[config.mk]
export PLATFORM = sky130hd
export DESIGN_NAME = shiftrows_stream_flat
export DESIGN_NICKNAME = d
export VERILOG_FILES = /design/src/rtl/shiftrows_stream_if.sv /design/src/rtl/shiftrows_stream.sv /design/src/flat_wrapper.sv
export SDC_FILE = /design/constraint.sdc
export NUM_CORES = 1
export LEC_CHECK = 0
export CAP_MARGIN = 10
export CORE_AREA = 3 3 159 161
export CTS_BUF_LIST = sky130_fd_sc_hd__clkbuf_4 sky130_fd_sc_hd__clkbuf_8 sky130_fd_sc_hd__clkbuf_16
export DETAILED_ROUTE_END_ITERATION = 8
export DIE_AREA = 0 0 162 164
export GPL_TIMING_DRIVEN = 0
export HOLD_SLACK_MARGIN = 0.1
export PLACE_DENSITY = 0.62
export SETUP_SLACK_MARGIN = 0.4
export SLEW_MARGIN = 20
export SYNTH_ARGS = -nofsm -noshare
export SYNTH_HDL_FRONTEND = slang
export SYNTH_SLANG_ARGS = --single-unit
[constraint.sdc]
create_clock -name clock -period 4.77 [get_ports clock]
set_input_delay 0.477 -clock clock [delete_from_list [all_inputs] [get_ports clock]]
set_output_delay 0.477 -clock clock [all_outputs]
set_load 0.05 [all_outputs]
[src/rtl/shiftrows_stream_if.sv]
// rtl/shiftrows_stream_if.sv - byte stream port bundle for shiftrows_stream
//
// Purpose: groups the input byte stream and output byte stream of the
//          ShiftRows engine so the core and its users share one declaration.
// Signals:
//   enable   master->slave  inbyte valid, accepted on every rising edge
//   inbyte   master->slave  state byte, column-major (k = 4*c + r)
//   inverse  master->slave  0 = ShiftRows, 1 = InvShiftRows
//                           (only when SHIFTROWS_INV_EN is defined)
//   outbyte  slave->master  shifted state byte, column-major
//   ready    slave->master  outbyte valid this cycle
//   last     slave->master  final byte of an output block
// Macro: SHIFTROWS_INV_EN adds the inverse signal.

interface shiftrows_stream_if #(
   parameter int WIDTH = 8
);
   logic             enable;
   logic [WIDTH-1:0] inbyte;
`ifdef SHIFTROWS_INV_EN
   logic             inverse;
`endif
   logic [WIDTH-1:0] outbyte;
   logic             ready;
   logic             last;

`ifdef SHIFTROWS_INV_EN
   modport master (output enable, output inbyte, output inverse,
                   input outbyte, input ready, input last);
   modport slave  (input enable, input inbyte, input inverse,
                   output outbyte, output ready, output last);
`else
   modport master (output enable, output inbyte,
                   input outbyte, input ready, input last);
   modport slave  (input enable, input inbyte,
                   output outbyte, output ready, output last);
`endif
endinterface

[src/rtl/shiftrows_stream.sv]
// rtl/shiftrows_stream.sv - streaming Rijndael ShiftRows with ping-pong banks
//
// Purpose: accepts a 4*NB byte state one byte per enable, stores it in one of
//          two banks, and drains the row-shifted state one byte per cycle from
//          the other bank while the next block fills.
// Parameters:
//   WIDTH  bits per state byte lane (default 8)
//   NB     state columns, 4, 6 or 8 (default 4)
// Ports:
//   clock  rising-edge clock
//   reset  synchronous, active-high reset
//   s_if   shiftrows_stream_if slave: enable/inbyte[/inverse] in,
//          outbyte/ready/last out
// Macro: SHIFTROWS_INV_EN enables the inverse input and InvShiftRows mapping;
//        undefined builds forward ShiftRows only.

module shiftrows_stream #(
   parameter int WIDTH = 8,
   parameter int NB    = 4
) (
   input  logic               clock,
   input  logic               reset,
   shiftrows_stream_if.slave  s_if
);

   localparam int              B        = 4 * NB;
   localparam int              CW       = $clog2(B);
   localparam logic [CW-1:0]   LAST_IDX = CW'(B - 1);
   localparam logic [3:0]      NB4      = 4'(NB);

   generate
      if (NB != 4 && NB != 6 && NB != 8) begin : g_nb_check
         $error("shiftrows_stream: NB must be 4, 6 or 8");
      end
   endgenerate

   typedef enum logic {
      ST_IDLE  = 1'b0,
      ST_DRAIN = 1'b1
   } state_t;

   logic [WIDTH-1:0] r_bank [0:1][0:B-1];
   logic [CW-1:0]    r_wr_cnt;
   logic             r_wr_bank;
   logic [CW-1:0]    r_rd_cnt;
   logic             r_rd_bank;
   state_t           r_state;
`ifdef SHIFTROWS_INV_EN
   logic [1:0]       r_bank_inv;
`endif

   state_t           w_state_nxt;
   logic [CW-1:0]    w_rd_cnt_nxt;
   logic             w_rd_bank_nxt;
   logic             w_blk_done;
   logic [3:0]       w_col;
   logic [1:0]       w_row;
   logic [3:0]       w_shift;
   logic [3:0]       w_sum;
   logic [3:0]       w_src_col;
   logic [CW-1:0]    w_src_idx;
   logic             w_ready;

   assign w_blk_done = s_if.enable && (r_wr_cnt == LAST_IDX);

   // Fill side: counter wraps at B-1 and hands the bank over to the drain side.
   always_ff @(posedge clock) begin
      if (reset) begin
         r_wr_cnt  <= '0;
         r_wr_bank <= 1'b0;
      end else if (s_if.enable) begin
         if (r_wr_cnt == LAST_IDX) begin
            r_wr_cnt  <= '0;
            r_wr_bank <= ~r_wr_bank;
         end else begin
            r_wr_cnt  <= r_wr_cnt + 1'b1;
         end
      end
   end

   // Bank storage needs no reset; a discarded block is never read because the
   // drain side only starts on a completed fill.
   always_ff @(posedge clock) begin
      if (!reset && s_if.enable) begin
         r_bank[r_wr_bank][r_wr_cnt] <= s_if.inbyte;
`ifdef SHIFTROWS_INV_EN
         // Mode is latched with byte 0 and travels with the bank.
         if (r_wr_cnt == '0) begin
            r_bank_inv[r_wr_bank] <= s_if.inverse;
         end
`endif
      end
   end

   always_ff @(posedge clock) begin
      if (reset) begin
         r_state   <= ST_IDLE;
         r_rd_cnt  <= '0;
         r_rd_bank <= 1'b0;
      end else begin
         r_state   <= w_state_nxt;
         r_rd_cnt  <= w_rd_cnt_nxt;
         r_rd_bank <= w_rd_bank_nxt;
      end
   end

   // A fill cannot complete mid-drain: the next block needs B accepted bytes,
   // so at full rate its completion lands exactly on the final drain byte.
   always_comb begin
      w_state_nxt   = r_state;
      w_rd_cnt_nxt  = r_rd_cnt;
      w_rd_bank_nxt = r_rd_bank;
      case (r_state)
         ST_IDLE: begin
            if (w_blk_done) begin
               w_state_nxt   = ST_DRAIN;
               w_rd_cnt_nxt  = '0;
               w_rd_bank_nxt = r_wr_bank;
            end
         end
         ST_DRAIN: begin
            if (r_rd_cnt == LAST_IDX) begin
               w_rd_cnt_nxt = '0;
               if (w_blk_done) begin
                  w_rd_bank_nxt = r_wr_bank;
               end else begin
                  w_state_nxt = ST_IDLE;
               end
            end else begin
               w_rd_cnt_nxt = r_rd_cnt + 1'b1;
            end
         end
         default: begin
            w_state_nxt  = ST_IDLE;
            w_rd_cnt_nxt = '0;
         end
      endcase
   end

   // Source column for the byte being emitted; one conditional subtract keeps
   // the column in 0..NB-1 for both shift directions.
   always_comb begin
      w_col = 4'(r_rd_cnt >> 2);
      w_row = r_rd_cnt[1:0];
      case (w_row)
         2'd0:    w_shift = 4'd0;
         2'd1:    w_shift = 4'd1;
         2'd2:    w_shift = (NB == 8) ? 4'd3 : 4'd2;
         default: w_shift = (NB == 8) ? 4'd4 : 4'd3;
      endcase
`ifdef SHIFTROWS_INV_EN
      if (r_bank_inv[r_rd_bank]) begin
         w_sum = w_col + NB4 - w_shift;
      end else begin
         w_sum = w_col + w_shift;
      end
`else
      w_sum = w_col + w_shift;
`endif
      w_src_col = (w_sum >= NB4) ? (w_sum - NB4) : w_sum;
      w_src_idx = CW'({w_src_col, w_row});
   end

   assign w_ready      = (r_state == ST_DRAIN);
   assign s_if.ready   = w_ready;
   assign s_if.last    = w_ready && (r_rd_cnt == LAST_IDX);
   assign s_if.outbyte = w_ready ? r_bank[r_rd_bank][w_src_idx] : '0;

endmodule
[src/flat_wrapper.sv]
// flat-port wrapper written by rule: the top's interface ports become plain ports
module shiftrows_stream_flat 
#(
   parameter int WIDTH = 8,
   parameter int NB    = 4
)
  (clock, reset, s_if_enable, s_if_inbyte, s_if_outbyte, s_if_ready, s_if_last);
  shiftrows_stream_if #(.WIDTH(WIDTH)) s_if_i ();
  input  logic clock;
  input  logic reset;
  input wire logic [$bits(s_if_i.enable)-1:0] s_if_enable;
  input wire logic [$bits(s_if_i.inbyte)-1:0] s_if_inbyte;
  output wire logic [$bits(s_if_i.outbyte)-1:0] s_if_outbyte;
  output wire logic [$bits(s_if_i.ready)-1:0] s_if_ready;
  output wire logic [$bits(s_if_i.last)-1:0] s_if_last;
  assign s_if_i.enable = s_if_enable;
  assign s_if_i.inbyte = s_if_inbyte;
  assign s_if_outbyte = s_if_i.outbyte;
  assign s_if_ready = s_if_i.ready;
  assign s_if_last = s_if_i.last;
  shiftrows_stream #(.WIDTH(WIDTH), .NB(NB)) u_core (.clock(clock), .reset(reset), .s_if(s_if_i));
endmodule
Yosys cells after proc, flatten, opt, wreduce, memory -nomap -nowiden
Memory sizes are Yosys's and may differ from the RTL's. A register that Yosys moved wholly into a read port is not among the register bits. Cells that the tools add are included.

$add $sub $neg: 4. Magnitude comparators: 4. Equality and inequality tests: 6. Multiplexer cells: 22. Bitwise operators: 4. Reductions and logical operators: 7.

Operators by type and width (number): $mux 128 (1); $bmux 8 s4 (1); $demux 8 s4 (1); $mux 8 (4); $mux 4 (3); $ge 5x5->1 const B (2); $not 4->5 (2); $add 4x1->4 const B (2); $eq 4x4->1 const B (2); $pmux 4 s2 (1); $mux 1 (7); $pmux 2 s3 (1); $lt 5x1->1 const B (1); $logic_and 1x1->1 (4); $pmux 1 s2 (2); $add 2x2->3 (1); $ge 3x3->1 const B (1); $eq 2x1->1 const B (1); $eq 2x2->1 const B (1); $logic_not 2->1 (1); $mux 2 (1); $ne 2x1->1 const B (1); $ne 2x2->1 const B (1); $not 1->1 (2); 3 further kinds (3).

Bits in registers: 11. Memory bits (writable): 256. Bits of input ports: 11. Output and inout bits: 10. Word-level logic and storage cells: 53. Memories kept: 1.

Memories: u_core.r_bank (words 2, bits a word 128, read ports 1, clocked after memory_dff 1, write ports 1, line shiftrows_stream.sv:42) `logic [WIDTH-1:0] r_bank [0:1][0:B-1];`.

Depth between registers and ports, before layout
Gate-level depths: netlist (run 1).

Depth in word-level cells: 10. Gate-level depth with buffers: 11. Depth with buffers taken out: 8.

Least setup slack after synthesis (run 1)
Ideal clock, no wire load.

Path kind: reg2out. Start: reg u_core.r_rd_cnt[1]. End: out s_if_outbyte[4]. Arrival: 3505 ps. Data required time: 4293 ps. Path slack: 788 ps. Stages on the path, launching flop included: 12. Path buffers: 3. Cells stage by stage: dfxtp_1 clkbuf_1 clkinv_1 clkbuf_1 ha_1 or2_2 ha_1 clkbuf_1 nand2_1 a21oi_1 nand3_1 a32oi_1.

Cells in the longest elaborated chain, start to end: 10.

Ends and longest elaborated chain: start: declaration (line shiftrows_stream.sv:45) `logic [CW-1:0] r_rd_cnt;`; start signal: assignment (line shiftrows_stream.sv:102) `r_rd_cnt <= w_rd_cnt_nxt;`; $eq 2x2->1 (tied with other cells) (line shiftrows_stream.sv:145) `case (w_row)`; $pmux 2 s3 (line shiftrows_stream.sv:145); $add 2x2->3 (line shiftrows_stream.sv:158) `w_sum = w_col + w_shift;`; $ge 3x3->1 or $sub 2x1->2 (tied branches) (line shiftrows_stream.sv:160) `w_src_col = (w_sum >= NB4) ? (w_sum - NB4) : w_sum;`; $mux 2 (line shiftrows_stream.sv:160); $not 4->5 (not written as such) * (line shiftrows_stream.sv:167) `assign s_if.outbyte = w_ready ? r_bank[r_rd_bank][w_src_idx] : '0;`; $bmux 8 s4 * (line shiftrows_stream.sv:167); $mux 8 (not written as such) * (2 in series) (line shiftrows_stream.sv:167); $mux 8 * (line shiftrows_stream.sv:167); end: declaration (line flat_wrapper.sv:13) `output wire logic [$bits(s_if_i.outbyte)-1:0] s_if_outbyte;`.

Every way passes the cells marked *; elsewhere a longest branch is shown, timed or not. The select of a mux whose other input is x is not followed.

Worst setup path after layout (run 1)
Start: reg u_core.r_rd_cnt[1]. End: out s_if_outbyte[3].

The elaborated chain is that of the path after synthesis.

==> flow_summary.yaml, run 1 <==
outcome:
  status: "finished, final reports clean"
clock_network:
  cts_made_buffers: 27
  cts_hold_buf: 0
  clockBufferDepth: 3
  cts_num_sinks: 268
  cts_tree: "yes"
  clock_latency_ps: 540
  htreeDepth: 1
  cts-root-buf: "clkbuf_16"
  clk_pin_slew_worst_paths_ps: 60
  cts_setup_buffers: 0
logic_synthesis:
  synth.yosys.seq_area_share: 0.742
  synth-warning-count: 0
  async_reset_ff_frac: 0
  ys.flop_type: "edfxtp_1"
  avgSynthCellArea_um2: 18.5
  syn-cell-area_um2: 10700
  synth_nets: 596
  syn-instance-count: 577
  synth-edff-count: 256
  ys_ff_latch: 268
  synth.distinct_cells: 43
finish:
  multi_input_area_um2: 2690
  num_antenna_cells: 0
  nNetsFinal: 645
  areaGrowthSynthToFinish_pct: 14.8
  post-route-util: 0.509
  layout_commonest_cell: "edfxtp_1"
  drive_above_1_share: 0.232
  final_cell_mix: "edfxtp_1 (256), mux4_2 (44), nor2_1 (43), mux2i_1 (42)"
  regArea_um2: 7930
  fillers: 1989
job:
  cap_violations: 0
sta:
  min_period_ps: 4260
  finalSetupViolCount: 0
  slew_violations: 0
  max_slew.worst_pin.slew_ps: 936
  grt_setup_unrepaired: "no"
  min_period_over_period: 0.894
  fmax_ghz: 0.235
  slew_headroom: 0.374
  hold_viol_final: 0
  finalClockSkew_ps: 14.9
grt:
  grt.total_usage: 0.178
  grt_pass1_vias: 5584
  grt_pass1_wl_mm: 35.3
  antenna_found_initial: 0
  overflow: 0
  grt_max_degree: 33
placed_design:
  hpwl_mm: 14.9
  gp_congestion: 0.869
  io_buffers: 20
floorplanning:
  die_area_um2: 26600
  fp-row-count: 57
  num_io_pins: 21
  fp.dieH_um: 164
  core_area_um2: 24100
  die_x_um: 162
  start_util: 0.443
pwr:
  total_power_uw: 4790
  vdd_ir_drop_max_uv: 300
  power.share.clock: 0.443
  combPwrFrac: 0.016
  p_sw_frac: 0.189
  p_int_uw: 3880
  p_sw_uw: 902
  leakagePower_uw: 0.00376
  power.density_nw_per_um2: 390
  pwr-share-seq: 0.541
detailed_routing:
  routed_wl_mm: 23.0
  drtIter0Drc: 559
  drc: 0
  wl_per_cell_um: 23.7
  antenna_left: 0
  vias: 5451
  firstDrtPassIters: 5
  via_per_inst: 5.62
worst_hold_path:
  min_path_type: "in2reg"
setup_path:
  crit_required_ps: 4290
  path_max_fanout: 10
  criticalPathCategory: "reg2out"
  cp_cell_sequence: "clkbuf_8 -> clkinv_2 -> buf_4 -> ha_1 -> or2_2 -> ha_4 -> clkbuf_8 -> mux4_2 -> mux2_2 -> a211oi_2 -> a31oi_1 -> buf_4"
  slowest_delay_ps: 380
  arrival_ps: 3790
  cp_slowest_cell: "dfxtp_2"
  critPathCaptureType: "primary output"
  critPathLaunchType: "flop"
-- state kept, by name, summed over array words and instances (netlist names), named ones only --
name / count
u_core.r_bank: 256
u_core.r_rd_cnt: 4
u_core.r_wr_cnt: 4
u_core.r_rd_bank: 1
u_core.r_wr_bank: 1
u_core.s_if.ready: 1
-- per-layer routing --
layer  vias up  wire length, µm  global-route usage
met5         -                0                   0
met4         0              552              0.0446
met3        44             1180              0.0262
met2       185            11100               0.287
met1      2814            10200               0.259
li1       2408                -                   -
-- worst paths after layout --
path                      startpoint                    to  slack, ps  cells past startpoint
hold reg to reg     u_core.r_rd_bank      u_core.r_rd_bank        540                      2
hold / removal        s_if_inbyte[3]  u_core.r_bank[1][59]        480                      1
setup reg to reg  u_core.r_wr_cnt[3]  u_core.r_bank[0][49]       2390                      3
setup / recovery  u_core.r_rd_cnt[1]       s_if_outbyte[3]        510                     12
-- cell type report --
class | instances | share of cell area
Inverter | 5 | 0.00163
Clock buffer | 32 | 0.0581
Clock inverter | 17 | 0.0152
Sequential cell | 268 | 0.646
Timing Repair Buffer | 20 | 0.0112
Tap cell | 324 | 0.0330
Multi-Input combinational cell | 276 | 0.219
Buffer | 28 | 0.0160
-- kinds of logic (layout without fill, tap and decap cells) --
| family | Yosys count | after routing | synth area share |
|---|---|---|---|
| AND/OR/NAND/NOR | 108 | 108 | 0.0460 |
| AO/OA/AOI/OAI | 56 | 56 | 0.0363 |
| buffers and inverters | 33 | 102 | 0.0169 |
| multiplexers | 99 | 99 | 0.146 |
| adder cells (fa/ha/maj) | 8 | 8 | 0.00936 |
| flip-flops | 268 | 268 | 0.742 |
| XOR/XNOR | 5 | 5 | 0.00410 |
-- cell usage after synthesis, types with 3 or more instances --
| library cell | number | area share |
|---|---|---|
| mux4_2 | 44 | 0.093 |
| a22oi_1 | 12 | 0.0084 |
| a211oi_1 | 7 | 0.0049 |
| nand3_1 | 14 | 0.0066 |
| nand4_1 | 3 | 0.0018 |
| a21oi_1 | 13 | 0.0061 |
| ha_1 | 8 | 0.0094 |
| a31oi_1 | 6 | 0.0035 |
| mux2i_1 | 42 | 0.039 |
| xor2_1 | 4 | 0.0033 |
| nor2_1 | 43 | 0.015 |
| clkbuf_1 | 15 | 0.0053 |
| nor2b_1 | 6 | 0.0035 |
| buf_6 | 6 | 0.0063 |
| inv_1 | 3 | 0.0011 |
| buf_2 | 3 | 0.0014 |
| a22o_1 | 6 | 0.0049 |
| edfxtp_1 | 256 | 0.72 |
| nand2_1 | 28 | 0.0098 |
| mux2_2 | 13 | 0.014 |
| dfxtp_1 | 12 | 0.022 |
-- critical path, delay by kind of cell (launching register included) --
kind | cells | cell delay, ps
buf+inv | 5 | 970
mux | 2 | 610
fa+ha+maj | 2 | 500
compound gates | 2 | 450
flops | 1 | 380
simple gates | 1 | 320
-- through the flow --
stage          TNS [ps]  hold WS [ps]  std cells  area [µm²]  setup WS (ps)
5_1_grt               0           511        970       12300            402
3_5_place_dp      -5350           522        921       11300           -736
6_report              0           483        970       12300            506
2_1_floorplan         0           463        577       10700            788
4_1_cts               0           531        970       12200            390
3_3_place_gp      -4840           490        921       11300           -684
-- power by group through the flow --
stage	combinational, µW	sequential, µW	clock, µW
floorplan	20.8	2640	0
global placement	72.5	2640	0
detailed placement	75.8	2640	0
CTS	78.0	2590	2160
global route	84.4	2590	2250
finish	76.4	2590	2120
-- timing repair --
action                     in CTS  in global routing
gates resized for setup        70                 22
cloned                          0                  0
setup endpoints to repair       8                  8
pin swaps                       0                  1
Note: power is estimated with default switching activity, not from simulation.
==> run 2, diff against run 1 <==
--- a/config.mk
+++ b/config.mk
@@ -6,13 +6,15 @@
 export NUM_CORES = 1
 export LEC_CHECK = 0
 export CAP_MARGIN = 10
+export CELL_PAD_IN_SITES_DETAIL_PLACEMENT = 0
+export CELL_PAD_IN_SITES_GLOBAL_PLACEMENT = 1
 export CORE_AREA = 3 3 159 161
 export CTS_BUF_LIST = sky130_fd_sc_hd__clkbuf_4 sky130_fd_sc_hd__clkbuf_8 sky130_fd_sc_hd__clkbuf_16
 export DETAILED_ROUTE_END_ITERATION = 8
 export DIE_AREA = 0 0 162 164
 export GPL_TIMING_DRIVEN = 0
 export HOLD_SLACK_MARGIN = 0.1
-export PLACE_DENSITY = 0.62
+export PLACE_DENSITY = 0.69
 export SETUP_SLACK_MARGIN = 0.4
 export SLEW_MARGIN = 20
 export SYNTH_ARGS = -nofsm -noshare
==> flow_summary.yaml, run 2 (same netlist as run 1, synthesis figures left out) <==
floorplanning:
  die_area_um2: 26600
  core_area_um2: 24100
  die_x_um: 162
  fp.dieH_um: 164
  fp-row-count: 57
  num_io_pins: 21
  start_util: 0.443
sta:
  finalSetupViolCount: 0
  fmax_ghz: 0.234
  max_slew.worst_pin.slew_ps: 982
  min_period_ps: 4270
  fin_hold_ws_ps: 494
  layout_setup_ws_ps: 495
  hold_viol_final: 0
  slew_headroom: 0.343
  finalClockSkew_ps: 10.5
  min_period_over_period: 0.896
  slew_violations: 0
  grt_setup_unrepaired: "yes"
placed_design:
  place_ws_ps: -860
  io_buffers: 20
  gp_congestion: 0.814
  hpwl_mm: 15.1
  place_area_um2: 11300
setup_path:
  worst-path-buf-inv: 5
  path_max_fanout: 10
  slowest_delay_ps: 380
  cpMostUsedCell: "clkbuf_8"
  crit_family: "buffers and inverters"
  crit_required_ps: 4290
  r2r_slack_ps: 2450
  criticalPathCategory: "reg2out"
  cp_cell_sequence: "clkbuf_8 -> clkinv_2 -> clkbuf_8 -> ha_1 -> or2_2 -> ha_2 -> clkbuf_8 -> mux4_2 -> mux2_2 -> a211oi_4 -> a31oi_1 -> buf_4"
  critPathLaunchType: "flop"
  arrival_ps: 3800
  critPathCaptureType: "primary output"
  cp_slowest_cell: "ha_2"
finish:
  final_cell_mix: "edfxtp_1 (256), mux4_2 (44), nor2_1 (43), mux2i_1 (42), nand2_1 (28)"
  nNetsFinal: 644
  fin_area_um2: 12200
  max_flop_register: "u_core.r_bank"
  largest_register_ffs: 256
  num_antenna_cells: 0
  drive_above_1_share: 0.232
  reg_top3: "u_core.r_bank: 256 flops, u_core.r_rd_cnt: 4 flops, u_core.r_wr_cnt: 4 flops"
  areaGrowthSynthToFinish_pct: 14.5
  layout_commonest_cell: "edfxtp_1"
  post-route-util: 0.508
detailed_routing:
  antenna_left: 0
  via_per_inst: 5.52
  vias: 5335
  wl_per_cell_um: 24.1
  drc: 0
  drtIter0Drc: 447
  firstDrtPassIters: 6
  routed_wl_mm: 23.3
clock_network:
  clockBufferDepth: 3
  cts_made_buffers: 26
  cts_num_sinks: 268
  cts-root-buf: "clkbuf_16"
  clock_latency_ps: 530
  cts_tree: "yes"
  htreeDepth: 1
  clk_pin_slew_worst_paths_ps: 60
grt:
  grt.total_usage: 0.181
  grt_max_degree: 33
  antenna_found_initial: 0
  grt_pass1_wl_mm: 35.6
  overflow: 0
  grt_pass1_vias: 5551
job:
  cap_violations: 0
pwr:
  vdd_ir_drop_max_uv: 190
  leakagePower_uw: 0.00375
  power.density_nw_per_um2: 388
outcome:
  status: "finished, final reports clean"
worst_hold_path:
  min_path_type: "in2reg"
==> run 2: cell types whose count changed in the layout (fill, tap and decap cells not counted), moves of 2 or more <==
cell        delta
buf_2          +3
a211oi_2       +2
clkinv_1       -2
clkbuf_8       +5
buf_4          -2
clkinv_2       -7
clkinvlp_4     +2
a211oi_4       -2
==> run 2: routing by layer <==
layer / vias up / global-route usage / wire, µm
li1: 2400 / - / -
met1: 2723 / 0.267 / 10400
met2: 182 / 0.281 / 10800
met3: 30 / 0.0376 / 1620
met4: 0 / 0.0430 / 424
met5: - / 0 / 0
==> run 2: timing repair <==
item | 4_1_cts | 5_1_grt
gates resized for setup | 76 | 6
buffers inserted | 0 | 0
hold buffers | 0 | 0
setup endpoints to repair | 8 | 8
pin swaps | 0 | 0
==> run 2: final cells by class <==
class,instances,area (µm²)
inverter,5,20.0
tap,324,405
buffer,28,201
fill,1995,11900
sequential,268,7930
clock buffer,37,752
clock inverter,9,136
timing repair buffer,20,130
multi-input combinational,276,2670
==> run 2: path summary, 6_finish.rpt <==
check                                        start                    to  cells after the start
worst max-delay path            u_core.r_rd_cnt[1]       s_if_outbyte[2]                     12
worst min-delay path                s_if_inbyte[1]  u_core.r_bank[0][97]                      1
worst max register to register  u_core.r_wr_cnt[2]  u_core.r_bank[0][24]                      4
worst min register to register    u_core.r_rd_bank      u_core.r_rd_bank                      2
==> run 2: metrics by stage <==
step,std cells,TNS [ps],total power (µW)
floorplan,577,0,2660
global placement,921,-6030,2710
detailed placement,921,-6170,2710
CTS,967,0,4790
global route,967,0,4900
finish,967,0,4750
==> run 2: worst register-to-register path: stages (launching register included) <==
cell      delay, ps
dfxtp_1         350
clkbuf_1        350
nand2_1         170
or2_2           350
nor2_1          720
==> run 2: power by group <==
part           switching, µW  total (µW)  internal, µW
combinational           56.0        73.4          17.4
sequential              3.08        2590          2580
clock                    832        2090          1260
==> run 3, diff against run 2 <==
--- a/config.mk
+++ b/config.mk
@@ -16,6 +16,7 @@
 export HOLD_SLACK_MARGIN = 0.1
 export PLACE_DENSITY = 0.69
 export SETUP_SLACK_MARGIN = 0.4
+export SKIP_LAST_GASP = 1
 export SLEW_MARGIN = 20
 export SYNTH_ARGS = -nofsm -noshare
 export SYNTH_HDL_FRONTEND = slang
==> results of run 3 <==
Same layout as run 2: the final DEF is identical, and so are final timing and power.
